<file path="config.mk">
export PLATFORM = sky130hd
export DESIGN_NAME = text_ram_arbiter
export DESIGN_NICKNAME = d
export VERILOG_FILES = /design/src/rtl/text_ram_arbiter.sv
export SDC_FILE = /design/constraint.sdc
export NUM_CORES = 1
export LEC_CHECK = 0
export CAP_MARGIN = 30
export CORE_MARGIN = 2
export CORE_UTILIZATION = 39
export CTS_CLUSTER_DIAMETER = 40
export DETAILED_ROUTE_END_ITERATION = 6
export PLACE_DENSITY_LB_ADDON = 0.15
export SETUP_SLACK_MARGIN = 0.3
export SLEW_MARGIN = 20
export SYNTH_ARGS = -nofsm -noshare
export SYNTH_HDL_FRONTEND = slang
export SYNTH_SLANG_ARGS = --single-unit
</file>
<file path="constraint.sdc">
create_clock -name clk_i -period 2.6 [get_ports clk_i]
set_input_delay 0.52 -clock clk_i [delete_from_list [all_inputs] [get_ports clk_i]]
set_output_delay 0.52 -clock clk_i [all_outputs]
set_load 0.01 [all_outputs]
</file>
<file path="src/rtl/text_ram_arbiter.sv">
// Arbitrates the single-port text RAM between display glyph fetch, the clear engine and the host port.
// Read data comes back two cycles after issue, tagged so display and host reads never collide.
module text_ram_arbiter #(
  parameter int unsigned         COLS   = 80,
  parameter int unsigned         ROWS   = 24,
  parameter int unsigned         ADDR_W = 11,
  parameter int unsigned         DATA_W = 16,
  parameter logic [DATA_W-1:0]   BLANK  = 16'h0720
) (
  input  logic              clk_i,
  input  logic              reset_n_i,
  input  logic              disp_req_i,
  input  logic [ADDR_W-1:0] disp_addr_i,
  output logic [DATA_W-1:0] disp_data_o,
  output logic              disp_valid_o,
  input  logic              host_valid_i,
  output logic              host_ready_o,
  input  logic              host_we_i,
  input  logic [ADDR_W-1:0] host_addr_i,
  input  logic [DATA_W-1:0] host_wdata_i,
  output logic [DATA_W-1:0] host_rdata_o,
  output logic              host_rvalid_o,
  input  logic              clear_start_i,
  output logic              clear_busy_o,
  output logic              ram_en_o,
  output logic              ram_we_o,
  output logic [ADDR_W-1:0] ram_addr_o,
  output logic [DATA_W-1:0] ram_wdata_o,
  input  logic [DATA_W-1:0] ram_rdata_i
);

  localparam int unsigned       CELLS = COLS * ROWS;
  localparam logic [ADDR_W-1:0] LAST  = ADDR_W'(CELLS - 1);

  typedef enum logic {ST_IDLE, ST_FILL} clr_state_t;

  clr_state_t        state_q, state_d;
  logic [ADDR_W-1:0] cnt_q, cnt_d;
  logic              disp_tag_q, host_tag_q, oor_tag_q;
  logic              disp_valid_q, host_rvalid_q;
  logic [DATA_W-1:0] disp_data_q, host_rdata_q;
  logic              host_fire, host_in_range, clear_grant;

  // Host handshake: a transfer happens in any cycle where host_valid_i and
  // host_ready_o are both high; the host holds its request stable until then.
  assign clear_busy_o  = (state_q == ST_FILL);
  assign host_ready_o  = !disp_req_i && !clear_busy_o && reset_n_i;
  assign host_fire     = host_valid_i && host_ready_o;
  assign host_in_range = (32'(host_addr_i) < CELLS);
  assign clear_grant   = clear_busy_o && !disp_req_i;

  always_comb begin
    state_d = state_q;
    cnt_d   = cnt_q;
    case (state_q)
      ST_IDLE: begin
        if (clear_start_i) begin
          state_d = ST_FILL;
          cnt_d   = '0;
        end
      end
      ST_FILL: begin
        // Counter only advances on cycles the display did not steal.
        if (clear_grant) begin
          if (cnt_q == LAST) begin
            state_d = ST_IDLE;
            cnt_d   = '0;
          end else begin
            cnt_d = cnt_q + 1'b1;
          end
        end
      end
      default: state_d = ST_IDLE;
    endcase
  end

  always_comb begin
    ram_en_o    = 1'b0;
    ram_we_o    = 1'b0;
    ram_addr_o  = '0;
    ram_wdata_o = '0;
    if (disp_req_i) begin
      ram_en_o   = 1'b1;
      ram_addr_o = disp_addr_i;
    end else if (clear_busy_o) begin
      ram_en_o    = 1'b1;
      ram_we_o    = 1'b1;
      ram_addr_o  = cnt_q;
      ram_wdata_o = BLANK;
    end else if (host_fire) begin
      ram_en_o    = host_in_range;
      ram_we_o    = host_we_i && host_in_range;
      ram_addr_o  = host_addr_i;
      ram_wdata_o = host_wdata_i;
    end
  end

  always_ff @(posedge clk_i) begin
    if (!reset_n_i) begin
      state_q       <= ST_IDLE;
      cnt_q         <= '0;
      disp_tag_q    <= 1'b0;
      host_tag_q    <= 1'b0;
      oor_tag_q     <= 1'b0;
      disp_valid_q  <= 1'b0;
      host_rvalid_q <= 1'b0;
      disp_data_q   <= BLANK;
      host_rdata_q  <= BLANK;
    end else begin
      state_q       <= state_d;
      cnt_q         <= cnt_d;
      disp_tag_q    <= disp_req_i;
      host_tag_q    <= host_fire && !host_we_i && host_in_range;
      oor_tag_q     <= host_fire && !host_we_i && !host_in_range;
      disp_valid_q  <= disp_tag_q;
      host_rvalid_q <= host_tag_q || oor_tag_q;
      if (disp_tag_q) disp_data_q <= ram_rdata_i;
      // Out-of-range reads never touched the RAM, so they return BLANK instead.
      if (host_tag_q)     host_rdata_q <= ram_rdata_i;
      else if (oor_tag_q) host_rdata_q <= BLANK;
    end
  end

  assign disp_data_o   = disp_data_q;
  assign disp_valid_o  = disp_valid_q;
  assign host_rdata_o  = host_rdata_q;
  assign host_rvalid_o = host_rvalid_q;

endmodule

</file>
==> metrics.txt <==
Placeable Area=5574 um2; CP max FO=6; MaxCap Viol Count=0; top-area cell type share of the netlist area=43.24%; syn_area_per_cell=8.433 um2; Final nets=460; grt total ovfl=0; CTS tree=yes; Final min period=2.162 ns; CTS Sinks=49; chip width=80.27 um; number of diodes=0; DR iter-0 viols=143; Post-Syn Instances=between 200 and 300; final setup violation count=0; Peak Freq=462.5 MHz; Fin Setup TNS=0 ns; post-synth net total=330; ranking of synthesized cells by area=dfxtp_1 43%, mux2i_1 7.1%, nor2_1 5.6%, a222oi_1 4.9%, nor3b_1 4.3%; WL met2=3249 um; H-tree depth=2; Syn. warnings=0; P per Cell Area=between 400 and 500 nW/um2; kind of end point of the critical path=output port; fraction of layout cells with a size suffix above 1=12.00%; Unique masters post-synth=39; Routed Antenna Nets=0; gr usage total=21.14%; worst vdd ir=0.0002234 V; TritonCTS Buffers=5; Routed WL=6802 um; number of core rows=27; Critical Path AT=1.64 ns; post-synth top area cell=dfxtp_1; die height=about 80 um; Startpoint Class=input pin; vias in the first global route=between 2k and 2.5k; R2R Setup Slk=0.69 ns; routability congestion estimate from global placement=0.7969; Max Root-Sink Buffers=2; HPWL Detailed=5022 um; starting density of the core=roughly 41%; Pre-antenna DRT Iters=6; most frequent cells in the layout=91 x clkdlybuf4s50_1, 48 x dfxtp_1, 34 x nor2_1; WL met1=2866 um; hold_buf cts=0; Root Buffer=clkbuf_8; post-synthesis cell area=2268 um2; first-pass GRT wire length=10730 um; CP Class=input pin to output port; die area=6442 um2; DRC errors left=0; Fill cells=472; register area share after synthesis=43.24%; antenna violations before repair=0; period utilization=83.16%; # port buffers=about 120; Power, Total=1645 uW; Area Growth Syn to Fin=66.30%; Hold Violations, Final=0; I/O pin total=125; DR WL/cell=14.41 um; Yosys reg bits=49; WL met3=586 um; status=complete, no violations; Tightest Pin Transition=between 0.6 and 0.7 ns; RSZ-0062 raised after global routing=false; DR vias=2455; commonest non-fill, non-tap cell in the layout=clkdlybuf4s50_1; Reg clk slew, reported paths=0.08 ns; max_slew headroom=55.95%; uppermost routed layer=met4; finished layout cell area=3772 um2; Via density=5.201; Pleak=approximately 0.0016 uW; required time worst endpoint=around 2.1 ns; Layout Skew=0.004090 ns; Post-DP Area=3646 um2; Final Max Tran Viols=0; largest net degree at the start of global routing=33; Clock Latency Late Sink=0.30 ns; HP Class=flop to flop
==> where the power goes <==
group          internal [uW]  switching (uW)
clock network            314             245
logic                    183             124
registers                769            11.3
total                   1270             380
==> registers in the layout, summed over array words and instances, names as in the netlist <==
| name | count |
|---|---|
| clear_busy_o | 1 |
| cnt_q | 11 |
| disp_data_o | 16 |
| disp_tag_q | 1 |
| disp_valid_o | 1 |
| host_rdata_o | 16 |
| host_rvalid_o | 1 |
| host_tag_q | 1 |
| oor_tag_q | 1 |
==> worst paths after layout <==
kind / depth (start not counted) / endpoint / start
max: 6 / ram_addr_o[9] / host_valid_i
min: 2 / disp_data_o[8] / disp_data_o[8]
max reg2reg: 5 / cnt_q[9] / cnt_q[0]
min reg2reg: 2 / disp_data_o[8] / disp_data_o[8]
==> synthesized netlist by cell type, drive strengths merged <==
cell type	number
inv	13
nand2b	4
o21ai	9
or4	1
and2	6
nor2b	5
nor3b	13
o31ai	1
o311a	1
a32oi	3
nor2	34
buf	6
xnor2	1
and4	1
a22oi	1
a31oi	2
nand3	3
ha	1
a222oi	11
clkbuf	16
and4b	1
a311o	1
or3	1
and3	16
mux2i	16
xor2	1
o211ai	4
o211a	1
nand4	3
dfxtp	49
nor3	6
nand2	25
a21oi	12
o21a	1
==> stage by stage <==
| stage | hold WS (ns) | instances | utilization [%] | setup WS [ns] |
|---|---|---|---|---|
| 2_1_floorplan | 0.4683 | 269 | - | 0.3396 |
| 3_3_place_gp | 0.4542 | 460 | 65.41 | -0.2541 |
| 3_5_place_dp | 0.4583 | 460 | 65.41 | -0.3249 |
| 4_1_cts | 0.4817 | 470 | 67.25 | 0.2769 |
| 5_1_grt | 0.5006 | 472 | 67.68 | 0.3496 |
| 6_report | 0.4794 | 472 | 67.68 | 0.4378 |
==> cell families after synthesis <==
kind of cell | after synthesis | synth area share [%]
buf+inv | 35 | 6.288
simple gates | 119 | 27.25
mux | 16 | 7.060
xor+xnor | 2 | 0.7723
compound gates | 47 | 14.84
flops | 49 | 43.24
fa+ha+maj | 1 | 0.5515
==> layer usage <==
metal / vias up / GRT usage, %
li1: 1214 / -
met5: - / 0
met2: 114 / 34.83
met4: 0 / 6.780
met1: 1118 / 26.84
met3: 9 / 5.618
==> cell type report <==
class | instances | area [um2] | share of cell area, %
clock buffers | 7 | 86.33 | 2.289
clock inverters | 1 | 30.03 | 0.7960
inverters | 13 | 48.80 | 1.294
multi-input cells | 185 | 1159 | 30.71
flip-flops and latches | 49 | 982.2 | 26.04
well taps | 72 | 90.09 | 2.388
repair buffers | 145 | 1376 | 36.48
==> timing repair <==
| item | CTS | global route |
|---|---|---|
| setup buffers | 2 | 0 |
| setup endpoints to repair | 30 | 14 |
| gates resized for setup | 67 | 9 |
| pin swaps | 6 | 4 |
| cloned | 0 | 1 |
==> critical path: stages <==
cell             delay [ns]
dlygate4sd2_1          0.25
and2_4                 0.17
buf_12                 0.13
a222oi_1               0.26
inv_1                  0.07
clkdlybuf4s15_2        0.23
Power figures use the tool's default switching activity.
